$ cat config.mk
export PLATFORM = sky130hd
export DESIGN_NAME = avmm_pio_bank
export DESIGN_NICKNAME = d
export VERILOG_FILES = /design/src/rtl/pio_bank_pkg.sv /design/src/rtl/pio_in_channel.sv /design/src/rtl/avmm_pio_bank.sv
export SDC_FILE = /design/constraint.sdc
export NUM_CORES = 1
export LEC_CHECK = 0
export CAP_MARGIN = 10
export CORE_AREA = 2 2 257 196
export CTS_BUF_LIST = sky130_fd_sc_hd__clkbuf_8
export CTS_CLUSTER_SIZE = 40
export DETAILED_ROUTE_END_ITERATION = 10
export DIE_AREA = 0 0 259 198
export SETUP_SLACK_MARGIN = 0.2
export SLEW_MARGIN = 20
export SYNTH_ARGS = -nofsm -noshare
export SYNTH_HDL_FRONTEND = slang
export SYNTH_SLANG_ARGS = --single-unit
$ cat constraint.sdc
create_clock -name clk -period 4.8 [get_ports clk]
set_input_delay 0.72 -clock clk [delete_from_list [all_inputs] [get_ports clk]]
set_output_delay 0.72 -clock clk [all_outputs]
set_load 0.05 [all_outputs]
$ cat src/rtl/pio_bank_pkg.sv
// Shared types, register-map offsets and byte-enable helper for the PIO bank.
package pio_bank_pkg;

    typedef enum logic [1:0] {
        EDGE_RISE = 2'd0,
        EDGE_FALL = 2'd1,
        EDGE_BOTH = 2'd2
    } edge_mode_e;

    typedef enum logic {
        PRIME = 1'b0,
        RUN   = 1'b1
    } prime_state_e;

    // Widest byte-enable the expand helper handles (256-bit data words).
    localparam int MAX_BE_W = 32;

    function automatic int out_base();
        return 0;
    endfunction

    function automatic int in_base(input int n_out);
        return n_out;
    endfunction

    function automatic int edge_base(input int n_out, input int n_in);
        return n_out + n_in;
    endfunction

    function automatic int mask_base(input int n_out, input int n_in);
        return n_out + 2 * n_in;
    endfunction

    function automatic logic [8*MAX_BE_W-1:0] expand_be(input logic [MAX_BE_W-1:0] be);
        logic [8*MAX_BE_W-1:0] m;
        for (int i = 0; i < MAX_BE_W; i++) begin
            m[8*i +: 8] = {8{be[i]}};
        end
        return m;
    endfunction

endpackage

$ cat src/rtl/pio_in_channel.sv
// One input word: synchroniser, edge detector, W1C capture register and irq mask.
module pio_in_channel
    import pio_bank_pkg::*;
#(
    parameter int DATA_W      = 32,
    parameter int SYNC_STAGES = 2,
    parameter int EDGE_MODE   = 0
) (
    input  logic              clk,
    input  logic              reset_n,
    input  logic [DATA_W-1:0] in_async,
    input  logic              edge_en,
    input  logic [DATA_W-1:0] cap_clr,
    input  logic [DATA_W-1:0] mask_we,
    input  logic [DATA_W-1:0] mask_wdata,
    output logic [DATA_W-1:0] sync_val,
    output logic [DATA_W-1:0] capture,
    output logic [DATA_W-1:0] mask,
    output logic              irq_term
);

    localparam edge_mode_e MODE = edge_mode_e'(EDGE_MODE);

    logic [DATA_W-1:0] sync_q [SYNC_STAGES];
    logic [DATA_W-1:0] dly_q;
    logic [DATA_W-1:0] rise;
    logic [DATA_W-1:0] fall;
    logic [DATA_W-1:0] det;

    always_ff @(posedge clk or negedge reset_n) begin
        if (!reset_n) begin
            for (int i = 0; i < SYNC_STAGES; i++) begin
                sync_q[i] <= '0;
            end
            dly_q <= '0;
        end else begin
            sync_q[0] <= in_async;
            for (int i = 1; i < SYNC_STAGES; i++) begin
                sync_q[i] <= sync_q[i-1];
            end
            dly_q <= sync_q[SYNC_STAGES-1];
        end
    end

    assign sync_val = sync_q[SYNC_STAGES-1];
    assign rise     = ~dly_q & sync_val;
    assign fall     = dly_q & ~sync_val;

    always_comb begin
        det = '0;
        if (edge_en) begin
            case (MODE)
                EDGE_RISE: det = rise;
                EDGE_FALL: det = fall;
                default:   det = rise | fall;
            endcase
        end
    end

    // A newly detected edge overrides a same-cycle clear so no event is lost.
    always_ff @(posedge clk or negedge reset_n) begin
        if (!reset_n) begin
            capture <= '0;
            mask    <= '0;
        end else begin
            capture <= (capture & ~cap_clr) | det;
            mask    <= (mask & ~mask_we) | (mask_wdata & mask_we);
        end
    end

    assign irq_term = |(capture & mask);

endmodule

$ cat src/rtl/avmm_pio_bank.sv
// Avalon-MM PIO bank: R/W output words plus synchronised, edge-captured input words with irq.
//  state | meaning
//  PRIME | counting down after reset release; edge capture suppressed
//  RUN   | normal operation; edges captured
module avmm_pio_bank
    import pio_bank_pkg::*;
#(
    parameter int DATA_W      = 32,
    parameter int N_OUT       = 4,
    parameter int N_IN        = 2,
    parameter int SYNC_STAGES = 2,
    parameter int EDGE_MODE   = 0,
    parameter int ADDR_W      = 4
) (
    input  logic                    clk,
    input  logic                    reset_n,
    input  logic [ADDR_W-1:0]       avs_address,
    input  logic                    avs_read,
    input  logic                    avs_write,
    input  logic [DATA_W/8-1:0]     avs_byteenable,
    input  logic [DATA_W-1:0]       avs_writedata,
    output logic [DATA_W-1:0]       avs_readdata,
    output logic                    irq,
    output logic [N_OUT*DATA_W-1:0] out_export,
    input  logic [N_IN*DATA_W-1:0]  in_export
);

    localparam int OUT_BASE  = out_base();
    localparam int IN_BASE   = in_base(N_OUT);
    localparam int EDGE_BASE = edge_base(N_OUT, N_IN);
    localparam int MASK_BASE = mask_base(N_OUT, N_IN);
    localparam int CNT_W     = $clog2(SYNC_STAGES + 1);

    logic [DATA_W-1:0] bit_mask;
    logic [DATA_W-1:0] out_q    [N_OUT];
    logic [DATA_W-1:0] sync_val [N_IN];
    logic [DATA_W-1:0] capture  [N_IN];
    logic [DATA_W-1:0] mask     [N_IN];
    logic [N_IN-1:0]   irq_term;
    logic [DATA_W-1:0] rd_mux;
    logic              edge_en;

    prime_state_e      state_q;
    prime_state_e      state_d;
    logic [CNT_W-1:0]  cnt_q;
    logic [CNT_W-1:0]  cnt_d;

    assign bit_mask = DATA_W'(expand_be(MAX_BE_W'(avs_byteenable)));

    // Edges are held off for SYNC_STAGES+1 cycles so a level already high at
    // reset release, rippling through the zeroed synchroniser, is not captured.
    always_ff @(posedge clk or negedge reset_n) begin
        if (!reset_n) begin
            state_q <= PRIME;
            cnt_q   <= CNT_W'(SYNC_STAGES);
        end else begin
            state_q <= state_d;
            cnt_q   <= cnt_d;
        end
    end

    always_comb begin
        state_d = state_q;
        cnt_d   = cnt_q;
        case (state_q)
            PRIME: begin
                if (cnt_q == '0) state_d = RUN;
                else             cnt_d   = cnt_q - CNT_W'(1);
            end
            default: ;
        endcase
    end

    assign edge_en = (state_q == RUN);

    always_ff @(posedge clk or negedge reset_n) begin
        if (!reset_n) begin
            for (int k = 0; k < N_OUT; k++) begin
                out_q[k] <= '0;
            end
        end else if (avs_write) begin
            for (int k = 0; k < N_OUT; k++) begin
                if (avs_address == ADDR_W'(OUT_BASE + k)) begin
                    out_q[k] <= (out_q[k] & ~bit_mask) | (avs_writedata & bit_mask);
                end
            end
        end
    end

    for (genvar k = 0; k < N_OUT; k++) begin : g_out
        assign out_export[k*DATA_W +: DATA_W] = out_q[k];
    end

    for (genvar k = 0; k < N_IN; k++) begin : g_in
        logic edge_sel;
        logic mask_sel;

        assign edge_sel = avs_write && (avs_address == ADDR_W'(EDGE_BASE + k));
        assign mask_sel = avs_write && (avs_address == ADDR_W'(MASK_BASE + k));

        pio_in_channel #(
            .DATA_W      (DATA_W),
            .SYNC_STAGES (SYNC_STAGES),
            .EDGE_MODE   (EDGE_MODE)
        ) u_ch (
            .clk        (clk),
            .reset_n    (reset_n),
            .in_async   (in_export[k*DATA_W +: DATA_W]),
            .edge_en    (edge_en),
            .cap_clr    ({DATA_W{edge_sel}} & avs_writedata & bit_mask),
            .mask_we    ({DATA_W{mask_sel}} & bit_mask),
            .mask_wdata (avs_writedata),
            .sync_val   (sync_val[k]),
            .capture    (capture[k]),
            .mask       (mask[k]),
            .irq_term   (irq_term[k])
        );
    end

    always_comb begin
        rd_mux = '0;
        for (int k = 0; k < N_OUT; k++) begin
            if (avs_address == ADDR_W'(OUT_BASE + k)) rd_mux = out_q[k];
        end
        for (int k = 0; k < N_IN; k++) begin
            if (avs_address == ADDR_W'(IN_BASE + k))   rd_mux = sync_val[k];
            if (avs_address == ADDR_W'(EDGE_BASE + k)) rd_mux = capture[k];
            if (avs_address == ADDR_W'(MASK_BASE + k)) rd_mux = mask[k];
        end
    end

    // Mux sees pre-write register state, so a simultaneous write is not visible in the read.
    always_ff @(posedge clk or negedge reset_n) begin
        if (!reset_n) begin
            avs_readdata <= '0;
            irq          <= 1'b0;
        end else begin
            if (avs_read) avs_readdata <= rd_mux;
            irq <= |irq_term;
        end
    end

endmodule

==> results list <==
* Run status: finished clean
- Yosys printed 0 warnings.
- Total power divided by cell area: 448.7 mW/mm^2
- Buffers added to address setup during post-CTS repair amount to 0.
- Die Outline Area: 0.05128 mm^2
- Achievable clock frequency: 0.3514 GHz
- Total leakage power: 10.39 nW
- The worst register-to-register path has a depth of 4.
- Peak fanout along the critical path: 17
- After synthesis, the share of flip-flops with an asynchronous set or reset is 100.0%.
* Count of endpoints failing setup in the final report: 0
* Maximum count of clock buffers along a single path: 3
- Final Total Pwr: 0.01092 W
* Yosys cell types: 56
- Final hold slack: 0.07326 ns
- In this run the number of H-tree levels came out at 3.
- Transition time of the tightest slew-check pin: 0.9882 ns
* DPL Wire Length: 42.43 mm
- Overall overflow remaining after global route: 0
- VDD sags by at most 0.2223 mV.
- Reg-to-reg slack, setup: 2.69 ns
* Critical Path AT: 3.37 ns
- After detailed routing, the number of vias per cell comes to 5.574.
- Setup repair after global routing left no endpoint under its margin.
- Fill cells in the final layout number 4393.
- Headroom to the max-slew limit came out at 33.88%.
- A synthesized cell averages 12.47 um^2.
- Std cell rows: 71
- TritonCTS created 78 clock buffers.
- The number of failing hold endpoints at the final stage is 0.
* Count of pins on the block boundary: 269
- STA classifies the critical path startpoint as a primary input.
- Max capacitance violation total: 0
- Hold repair after CTS inserted 0 buffers.
* Clock network latency to the later pin of the worst-skew pair: 0.67 ns
* Synth area leaders: sky130_fd_sc_hd__dfrtp_1 62%, sky130_fd_sc_hd__mux2_2 11%, sky130_fd_sc_hd__nand2_1 3.6%
* Number of antenna violations at the first check in global routing: 3
- Once the clock tree was built, the resizer swapped 0 gates to a different size.
- The via count of the first global-routing pass came to 14538.
- Count of flip-flops with a built-in enable after synthesis: 0
- The share of the Yosys chip area taken by registers is 62.62%.
- Clock-pin slew was measured on the worst setup and hold paths at 0.06 ns.
* Worst setup path category: primary input to register
- Global-route wire length before repair: 94.07 mm
* Overall routed net length: 63.37 mm
- Pin count of the biggest net entering global routing: 126
- After routing, the total negative slack on setup checks comes to 0 ns.
* Final weighted congestion of routability-driven global placement: 0.8756
- STA classifies the critical path endpoint as a register.
- CTS tree: built
- Vertical extent of the die: 198 um
- Path class of the lowest-slack min-delay path: primary input to asynchronous set/reset pin
- For this run, the total global-route usage over all layers was measured as 24.99%.
- Final cycle utilization of the critical path: 59.29%
- The clock net in this run drives a total of 484 sinks.
* Iteration-0 DRC Markers: 1617
- Skew final: 0.03691 ns
* Antenna-violating nets left: 0
* Avg WL per Cell: 24.70 um
- Post-Syn Nets: 1660
- In the final layout, the share of cells above drive strength 1 is 20.29%.
* R2R Path End: irq$_DFF_PN0_
- Most area-hungry cell type in the Yosys netlist: sky130_fd_sc_hd__dfrtp_1
- The floorplan step defined a core boundary enclosing 0.04913 mm^2.
- For this run, design rule violations remaining after detail routing come to 0.
* Layout Nets: 1960
- Top flip-flop cell by instance count after synthesis: sky130_fd_sc_hd__dfrtp_1
* Synth top area share: 62.49%
* Width of the die: 259 um
- Minimum clock period after layout: 2.846 ns
- Post-synthesis instance total: 1551
* Critical path data required time: 5.32 ns
- Growth of design area from synthesis to finish: 25.78%
- Commonest cells after routing, fill and taps aside: 482 x sky130_fd_sc_hd__dfrtp_1, 263 x sky130_fd_sc_hd__clkdlybuf4s50_1, 191 x sky130_fd_sc_hd__mux2_2
- In this run the tool buffered the top-level ports with 268 buffer cells.
- Count of state elements after synthesis: 484
* Netlist Area Pre-Place: 0.01934 mm^2
- Detailed-routing iteration count for the pre-antenna-repair pass: 6
- Commonest non-fill, non-tap cell in the layout: sky130_fd_sc_hd__dfrtp_1
- Across all layers, the routed design uses 14304 vias.
* Clk root buf: sky130_fd_sc_hd__clkbuf_8
- The initial utilization of the core area, before any placement, comes to 39.37%.
* Final max-slew violation count: 0
-- worst max-delay path by stage --
| stage | startpoint | to | slack (ns) | cells past startpoint |
|---|---|---|---|---|
| final | avs_address[3] | register | 1.95 | 5 |
| after global placement | avs_address[3] | register | 1.55 | 5 |
| after detailed placement | avs_address[3] | register | 1.40 | 5 |
| after global routing | avs_address[3] | register | 1.88 | 5 |
| after CTS | avs_readdata[30]$_DFFE_PN0P_ | avs_readdata[30] | 2.09 | 1 |
| after floorplan | avs_address[1] | register | 2.60 | 6 |
-- kinds of logic (layout without fill, tap and decap cells) --
family	after synthesis	after routing	share of synthesized area, %
other	0	2	0
xor gates and xnor gates	1	1	0.04529
AOI/OAI and AO/OA	352	352	13.30
muxes	225	225	12.88
adders and majority gates	1	1	0.06468
and+or+nand+nor	361	361	8.409
buffers and inverters	127	483	2.678
DFF	484	484	62.62
-- stage by stage --
step	setup slack, ns	cells	instance area (um^2)	utilization (%)
after floorplan	2.599	1551	19340	-
after global placement	1.554	2428	22760	46.34
after detailed placement	1.403	2428	22760	46.34
after CTS	2.087	2564	24320	49.51
after global routing	1.878	2566	24330	49.52
final	1.954	2566	24330	49.52
-- area by class of cell --
cell class / count / area (um^2) / area share [%]
Antenna cell: 2 / 5.005 / 0.02057
Clock buffer: 100 / 1376 / 5.657
Clock inverter: 36 / 182.7 / 0.7509
Inverter: 54 / 202.7 / 0.8332
Multi-Input combinational cell: 940 / 6730 / 27.66
Sequential cell: 484 / 12110 / 49.79
Tap cell: 657 / 822.0 / 3.379
Timing Repair Buffer: 293 / 2895 / 11.90
-- per-layer routing --
metal	global-route usage (%)	part of all wire (%)	vias to the layer above
li1	-	-	6195
met1	35.71	44	7329
met2	35.69	43	649
met3	7.924	9.6	129
met4	8.799	3.0	2
met5	0	0.021	-
-- critical path, cell delays in order --
cell and delay (ns):
sky130_fd_sc_hd__clkdlybuf4s50_1 0.72, sky130_fd_sc_hd__nor2_1 0.39, sky130_fd_sc_hd__nand3_1 0.34, sky130_fd_sc_hd__nor2_2 0.77, sky130_fd_sc_hd__mux2_2 0.42
-- cells in the mapped netlist (14+ instances only) --
master                        n
sky130_fd_sc_hd__dfrtp_1    483
sky130_fd_sc_hd__o221a_2     24
sky130_fd_sc_hd__nand2_1    186
sky130_fd_sc_hd__mux2i_1     34
sky130_fd_sc_hd__o21bai_1    25
sky130_fd_sc_hd__nor2_1      84
sky130_fd_sc_hd__o2bb2ai_1   17
sky130_fd_sc_hd__a32o_1      47
sky130_fd_sc_hd__mux2_2     191
sky130_fd_sc_hd__a221oi_1    25
sky130_fd_sc_hd__o21ai_0     51
sky130_fd_sc_hd__o22ai_1     14
sky130_fd_sc_hd__a31oi_1     29
sky130_fd_sc_hd__a21oi_1     77
sky130_fd_sc_hd__clkbuf_1    48
sky130_fd_sc_hd__a22o_1      16
sky130_fd_sc_hd__buf_2       21
sky130_fd_sc_hd__inv_1       52
sky130_fd_sc_hd__nor2_2      18
sky130_fd_sc_hd__nor2b_1     29
-- power breakdown --
group / switching, W / internal, W / total, W
logic: 0.00151 / 0.000909 / 0.00242
clock network: 0.00164 / 0.00192 / 0.00356
registers: 0.000409 / 0.00453 / 0.00494
total: 0.00357 / 0.00735 / 0.0109
Note: power is estimated with default switching activity, not from simulation.
